===== src/rtl/hazard_tracker.sv =====
// hazard_tracker
//   Hazard and forwarding unit for the 5-stage pipeline. It keeps the E/M/W
//   copies of {ra1, ra2, wa, res, tnew}. From those and the D-stage operand
//   info it produces the stall request and every forwarding mux select.
//
// Ports
//   clk, rst            clock (posedge); synchronous active-high reset
//   ra1D, ra2D, waD     D-stage source and destination registers
//   resD                result source: 0 NW, 1 ALU, 2 DM, 3 PC, 4 MD, 5-7 NW
//   tuse1D, tuse2D      cycles until rs/rt is consumed (3 = not used)
//   md_startD, md_accD  mult/div start code, HI/LO access by the D instr
//   stall               freeze PC and D, bubble into E
//   md_busy             mult/div unit busy
//   fwd1D, fwd2D        D select: 0 regfile, 1 E, 2 M, 3 W
//   fwd1E, fwd2E        E select: 0 pipe reg, 2 M, 3 W
//   fwd2M               M store-data select: 0 pipe reg, 1 W
//
// Build option: define HAZARD_MD_EN to track mult/div busy time. Without it,
//   md_startD and md_accD are ignored and md_busy is tied low.
module hazard_tracker #(
  parameter int unsigned MULT_CYCLES = 5,
  parameter int unsigned DIV_CYCLES  = 10
) (
  input  logic       clk,
  input  logic       rst,
  input  logic [4:0] ra1D,
  input  logic [4:0] ra2D,
  input  logic [4:0] waD,
  input  logic [2:0] resD,
  input  logic [1:0] tuse1D,
  input  logic [1:0] tuse2D,
  input  logic [1:0] md_startD,
  input  logic       md_accD,
  output logic       stall,
  output logic       md_busy,
  output logic [1:0] fwd1D,
  output logic [1:0] fwd2D,
  output logic [1:0] fwd1E,
  output logic [1:0] fwd2E,
  output logic       fwd2M
);

  typedef struct packed {
    logic [4:0] ra1;
    logic [4:0] ra2;
    logic [4:0] wa;
    logic [2:0] res;
    logic [1:0] tnew;
    logic [1:0] md_start;
  } entry_t;

  localparam entry_t BUBBLE = '0;

  entry_t r_e, r_m, r_w;
  entry_t w_d;
  logic   w_stall1, w_stall2, w_md_stall;

  function automatic logic writes(input entry_t e, input logic [4:0] r);
    return (e.wa == r) && (r != 5'd0) && (e.res != 3'd0) && (e.res <= 3'd4);
  endfunction

  function automatic logic [1:0] tnew_of(input logic [2:0] res);
    case (res)
      3'd1:    return 2'd1;
      3'd2:    return 2'd2;
      3'd4:    return 2'd1;
      default: return 2'd0;
    endcase
  endfunction

  function automatic entry_t age(input entry_t e);
    entry_t a;
    a = e;
    if (a.tnew != 2'd0) a.tnew = a.tnew - 2'd1;
    return a;
  endfunction

  function automatic logic src_stall(input entry_t e, input entry_t m,
                                     input logic [4:0] ra, input logic [1:0] tuse);
    return (ra != 5'd0) && (tuse != 2'd3) &&
           ((writes(e, ra) && (e.tnew > tuse)) || (writes(m, ra) && (m.tnew > tuse)));
  endfunction

  // Nearest writer decides; a writer whose value is not ready yet blocks
  // older stages instead of letting a stale value through.
  function automatic logic [1:0] fwd_d(input entry_t e, input entry_t m, input entry_t w,
                                       input logic [4:0] ra, input logic blocked);
    if (blocked)              return 2'd0;
    else if (writes(e, ra))   return (e.tnew == 2'd0) ? 2'd1 : 2'd0;
    else if (writes(m, ra))   return (m.tnew == 2'd0) ? 2'd2 : 2'd0;
    else if (writes(w, ra))   return 2'd3;
    else                      return 2'd0;
  endfunction

  function automatic logic [1:0] fwd_e(input entry_t m, input entry_t w, input logic [4:0] ra);
    if (writes(m, ra))        return (m.tnew == 2'd0) ? 2'd2 : 2'd0;
    else if (writes(w, ra))   return 2'd3;
    else                      return 2'd0;
  endfunction

  always_comb begin
    w_d          = BUBBLE;
    w_d.ra1      = ra1D;
    w_d.ra2      = ra2D;
    w_d.wa       = waD;
    w_d.res      = resD;
    w_d.tnew     = tnew_of(resD);
`ifdef HAZARD_MD_EN
    w_d.md_start = (md_startD == 2'b11) ? 2'b00 : md_startD;
`endif
  end

`ifdef HAZARD_MD_EN
  logic [3:0] r_md_cnt;

  always_ff @(posedge clk) begin
    if (rst)                        r_md_cnt <= 4'd0;
    else if (r_e.md_start == 2'b01) r_md_cnt <= 4'(MULT_CYCLES);
    else if (r_e.md_start == 2'b10) r_md_cnt <= 4'(DIV_CYCLES);
    else if (r_md_cnt != 4'd0)      r_md_cnt <= r_md_cnt - 4'd1;
  end

  assign md_busy    = (r_md_cnt != 4'd0) || (r_e.md_start != 2'b00);
  assign w_md_stall = md_busy && (md_accD || (md_startD != 2'b00));
`else
  logic w_md_unused;
  assign w_md_unused = ^{md_startD, md_accD};
  assign md_busy     = 1'b0;
  assign w_md_stall  = 1'b0;
`endif

  assign w_stall1 = src_stall(r_e, r_m, ra1D, tuse1D);
  assign w_stall2 = src_stall(r_e, r_m, ra2D, tuse2D);
  assign stall    = w_stall1 || w_stall2 || w_md_stall;

  assign fwd1D = fwd_d(r_e, r_m, r_w, ra1D, w_stall1);
  assign fwd2D = fwd_d(r_e, r_m, r_w, ra2D, w_stall2);
  assign fwd1E = fwd_e(r_m, r_w, r_e.ra1);
  assign fwd2E = fwd_e(r_m, r_w, r_e.ra2);
  assign fwd2M = writes(r_w, r_m.ra2);

  always_ff @(posedge clk) begin
    if (rst) begin
      r_e <= BUBBLE;
      r_m <= BUBBLE;
      r_w <= BUBBLE;
    end else begin
      r_w <= age(r_m);
      r_m <= age(r_e);
      r_e <= stall ? BUBBLE : w_d;
    end
  end

endmodule


===== config.mk =====
export PLATFORM = sky130hd
export DESIGN_NAME = hazard_tracker
export DESIGN_NICKNAME = d
export VERILOG_FILES = /design/src/rtl/hazard_tracker.sv
export SDC_FILE = /design/constraint.sdc
export NUM_CORES = 1
export LEC_CHECK = 0
export CORE_UTILIZATION = 45
export CTS_CLUSTER_DIAMETER = 80
export DETAILED_ROUTE_END_ITERATION = 10
export PLACE_DENSITY = 0.79
export REMOVE_ABC_BUFFERS = 1
export SYNTH_ARGS = -nofsm -noshare
export SYNTH_HDL_FRONTEND = slang
export SYNTH_SLANG_ARGS = --single-unit

===== constraint.sdc =====
create_clock -name clk -period 2.7 [get_ports clk]
set_clock_uncertainty 0.05 [all_clocks]
set_input_delay 0.54 -clock clk [delete_from_list [all_inputs] [get_ports clk]]
set_output_delay 0.54 -clock clk [all_outputs]
set_load 0.01 [all_outputs]

---- Word level (Yosys, flattened, before mapping) ----
Index checks and enable logic that the tools add are counted.
storage, ports and cells
  register bits after elaboration ......... 43
  input bits .............................. 27
  word-level logic and storage cells ...... 108
  output and inout port bits .............. 11
cells by class
  equality and inequality tests ........... 16
  mux-type cells .......................... 16
  add/subtract/negate cells ............... 1
  reduce and logical (&&, ||, !) cells .... 57
  magnitude comparators ................... 7
operators with widths
  kind                                                                   number
  5-bit equality test                                                    11
  1-bit logical AND                                                      41
  2-bit two-way mux                                                      14
  5-bit nonzero test                                                     5
  3-bit less-or-equal comparator, second input constant                  3
  3-bit nonzero test                                                     3
  2-bit greater-than comparator                                          4
  2-bit logical NOT                                                      2
  2-bit inequality test, second input constant                           2
  2-bit one-hot mux with 2 select lines                                  1
  2-bit OR reduction                                                     2
  3-bit by 1-bit equality test with 1-bit output, second input constant  1
  3-bit by 2-bit equality test with 1-bit output, second input constant  1
  3-bit equality test, second input constant                             1
  1-bit logical OR                                                       3
  2-bit nonzero test                                                     1
  2-bit by 1-bit subtractor with 2-bit output, second input constant     1
  1-bit two-way mux                                                      1

---- Depth between registers and ports, before layout ----
Gate-level depths: netlist of the first run.
  depth in word-level cells ............... 9
  mapped depth ............................ 8
  depth with buffers taken out ............ 7

---- Least setup slack after synthesis of the first run ----
Ideal clock, no wire load.
  path type ............................... in2out
  start point ............................. input port tuse2D[1]
  end point ............................... output port fwd2D[0]
  path buffers ............................ 1
  cell stages on the path ................. 7
  path slack .............................. 0.312 ns
  data arrival time ....................... 1.798 ns
  required time ........................... 2.110 ns
  cell sequence ........................... inv_1 -> ha_1 -> a22o_1 -> or2_2 -> o22ai_2 -> buf_4 -> o41ai_2
between the ends
  word-level cells in the longest chain between the ends .. 5
  elaborated cells between the ends (all ways) .. 9
  classes of those cells .................. order compare: 2; eq/ne: 1; mux: 1; reduce/logical: 5
RTL lines
  element                        RTL line  source
  start: declaration             31        input logic [1:0] tuse2D,
  2-bit greater-than comparator  81        ((writes(e, ra) && (e.tnew > tuse)) || (writes(m, ra) && (m.tnew > tuse)));
  1-bit logical AND              81
  1-bit logical OR               81
  1-bit logical AND (*)          80        return (ra != 5'd0) && (tuse != 2'd3) &&
  2-bit two-way mux (*)          88        if (blocked) return 2'd0;
  end: declaration               37        output logic [1:0] fwd2D,
Every way passes the cells marked *; elsewhere a longest branch is shown, timed or not.

---- Final worst setup path of the first run ----
  start point ............................. register r_m[4] (netlist bit)
  end point ............................... output port fwd1E[0]
between the ends
  word-level cells in the longest chain between the ends .. 4
  elaborated cells between the ends (all ways) .. 5
  classes of those cells .................. order compare: 1; mux: 1; reduce/logical: 3
RTL lines
  element                                                                                 RTL line  source
  start: declaration                                                                      54        entry_t r_e, r_m, r_w;
  start signal: assignment                                                                149       r_m <= age(r_e);
  parallel branches: the longest is 2 deep, another holds 3-bit less-or-equal comparator  --
  1-bit logical AND (*)                                                                   59        return (e.wa == r) && (r != 5'd0) && (e.res != 3'd0) && (e.res <= 3'd4);
  2-bit two-way mux (*)                                                                   96        if (writes(m, ra)) return (m.tnew == 2'd0) ? 2'd2 : 2'd0;
  end: declaration                                                                        38        output logic [1:0] fwd1E,
Every way passes the cells marked *.

==> results of run 1 <==
[stage by stage]
step / cell area [sq um] / std cells / hold slack [ns] / utilization
after global routing: 3360 / 398 / 0.429 / 0.610
after detailed placement: 3100 / 386 / 0.407 / 0.563
after CTS: 3310 / 397 / 0.419 / 0.601
after global placement: 3100 / 386 / 0.398 / 0.563
after floorplan: 2440 / 249 / 0.389 / -
final: 3360 / 398 / 0.409 / 0.610
[path summary, 6_finish.rpt]
path	startpoint	end	depth (start not counted)	slack (ns)
setup / recovery	r_m[4]$_SDFF_PP0_	fwd1E[0]	6	0.06
hold / removal	r_e[4]$_SDFF_PP0_	r_m[4]$_SDFF_PP0_	1	0.41
setup reg to reg	r_m[4]$_SDFF_PP0_	r_e[5]$_SDFF_PP0_	9	0.65
hold reg to reg	r_e[4]$_SDFF_PP0_	r_m[4]$_SDFF_PP0_	1	0.41
[Yosys cell counts, drive strengths merged]
cell type	number	area, sq um
nand4	7	56.3
xnor2	25	219
nor2b	23	144
a211oi	3	22.5
inv	13	48.8
a221o	1	10.0
a21oi	3	15.0
o211ai	2	20.0
a22oi	2	15.0
nor4	9	71.3
nor3b	2	15.0
o21ai	1	5.00
dfxtp	43	861
o31ai	1	7.51
a22o	1	8.76
clkbuf	7	26.3
mux2i	1	10.0
nor3	17	100
a31o	1	8.76
o41ai	1	16.3
o22ai	2	25.0
nand2b	1	6.26
and4	2	17.5
ha	8	100
or2	2	12.5
o21a	2	15.0
xor2	31	272
nor2	12	45.0
buf	12	90.1
nand2	7	28.8
and2	1	6.26
nand3	6	30.0
or4b	1	10.0
a221oi	1	15.0
nor4b	12	174
or3	4	25.0
conb	1	3.75
[area by class of cell]
cell class,count,area (sq um)
clock inverter,2,35.0
fill,463,2150
clock buffer,6,82.6
sequential,43,873
timing repair buffer,69,562
inverter,13,48.8
multi-input combinational,193,1670
tap,72,90.1
[kinds of logic (layout without fill, tap and decap cells)]
family,count (synthesis),in the layout,share of synthesized area
xor gates and xnor gates,56,56,0.192
buffers and inverters,32,90,0.0646
AOI/OAI and AO/OA,21,21,0.0719
adders and majority gates,8,8,0.0392
DFF,43,43,0.337
muxes,1,1,0.00392
other,1,1,0.00147
and+or+nand+nor,106,106,0.290
[flip-flops by register name (all words and copies together), names as in the netlist]
signal,cells
r_w,8
r_m,15
r_e,20
[critical path, stage by stage (launching register included)]
cell and delay [ns]:
dfxtp_2 0.34, o21a_1 0.23, nor2_4 0.16, nand4_1 0.17
nor4_2 0.24, nor3_1 0.11, clkdlybuf4s50_1 0.48
[power by group]
group	internal (mW)	switching, mW
combinational	0.146	0.134
clock	0.299	0.230
sequential	0.663	0.0327
total	1.11	0.397
[timing repair]
action	4_1_cts	5_1_grt
buffers inserted	3	1
hold buffers	0	0
setup endpoints to repair	9	9
resized for setup	54	31
pin swaps	15	9
[routing by layer]
metal | up-vias | global-route usage
li1 | 1032 | -
met1 | 1026 | 0.268
met2 | 65 | 0.381
met3 | 12 | 0.0424
met4 | 0 | 0.0906
met5 | - | 0
==> results.cfg, run 1 <==
[status]
status = completed

[floorplanning]
die_x_microns = 77.4
core_area_sq_um = 5510
start_util = 0.464
die_y_microns = 77.4
boundaryPins = 38
rows = 27
die_area_sq_um = 5990

[cts]
cts_root_buf = clkbuf_8
clockBufferDepth = 2
cts_tree = yes
cts.clk_slew.worst_paths_ns = 0.07
cts.sinks = 43
clkLatencyLatePin_ns = 0.31
cts_buffers = 5
cts-htree-levels = 2

[synth]
ys_warn_count = 0
synth_seq_cells = 43
yosysSeqAreaShare = 0.337
syn_area_per_cell_sq_um = 9.54
synth_cell_types = 46
synth_cells = 268
netlist_area_sq_um = 2560

[grt]
gr-total-overflow = 0
antenna_found_initial = 0
track_usage = 0.221
grt_start_max_net_pins = 32
grt_pass1_wl_microns = 10300
grt_pass1_vias = 2152

[worst_setup_path]
cp-start-kind = flip-flop
endpoint_kind = primary output
path_class = flip-flop to primary output
crit_fanout = 3
required_ns = 2.11
cp.arrival_ns = 2.05

[drt]
ant_nets = 0
routed.top_layer = met4
wl_met1_microns = 2760
drc = 0
wl_met3_microns = 273
first_pass_iters = 7
drt-total-wl_microns = 6320
routedWlPerCell_microns = 15.9
met2_length_microns = 3130
drt-initial-drc-count = 125
viasPerCell = 5.36
num_vias = 2135

[pwr]
fin_total_pwr_mw = 1.51
p_leak_nw = 1.42
powerDensity_nw_per_um2 = 448
peakVddDrop_v = 0.000387

[sta]
period_needed_ns = 2.64
fin_crit_sh = 0.976
setup-violations-final = 0
maxSlewViolCount = 0
tns_ns = 0
fmax_mhz = 379
hold_viol_final = 0
worst_slack_ns = 0.0647

[place]
pre_cts_slack_ns = -0.665
dp_hpwl_microns = 4590
finalWeightedCongestion = 0.875
place.port_buffers = 33

[finish]
insertedDiodeCount = 0
final_cell_mix = buf_4 (35), dfxtp_1 (33), xor2_1 (30), xnor2_1 (24), nor2b_1 (23)
area_growth_syn_to_layout_pct = 31.4
final_common_cell = buf_4
layout-drive-gt1-share = 0.328
nets = 360

[hold_path]
hold_path.class = flip-flop to flip-flop

[run]
maxCapViolations = 0
(Power assumes the default switching activity.)
==> run 2, diff against run 1 <==
--- a/config.mk
+++ b/config.mk
@@ -5,6 +5,7 @@
 export SDC_FILE = /design/constraint.sdc
 export NUM_CORES = 1
 export LEC_CHECK = 0
+export ABC_CLOCK_PERIOD_IN_PS = 2700
 export CORE_UTILIZATION = 45
 export CTS_CLUSTER_DIAMETER = 80
 export DETAILED_ROUTE_END_ITERATION = 10
==> results of run 2 <==
The final DEF is identical to that of run 1; final timing and power are the same.
==> run 3, diff against run 2 <==
--- a/config.mk
+++ b/config.mk
@@ -5,7 +5,6 @@
 export SDC_FILE = /design/constraint.sdc
 export NUM_CORES = 1
 export LEC_CHECK = 0
-export ABC_CLOCK_PERIOD_IN_PS = 2700
 export CORE_UTILIZATION = 45
 export CTS_CLUSTER_DIAMETER = 80
 export DETAILED_ROUTE_END_ITERATION = 10
==> results of run 3 <==
The final DEF is identical to that of run 1; final timing and power are the same.
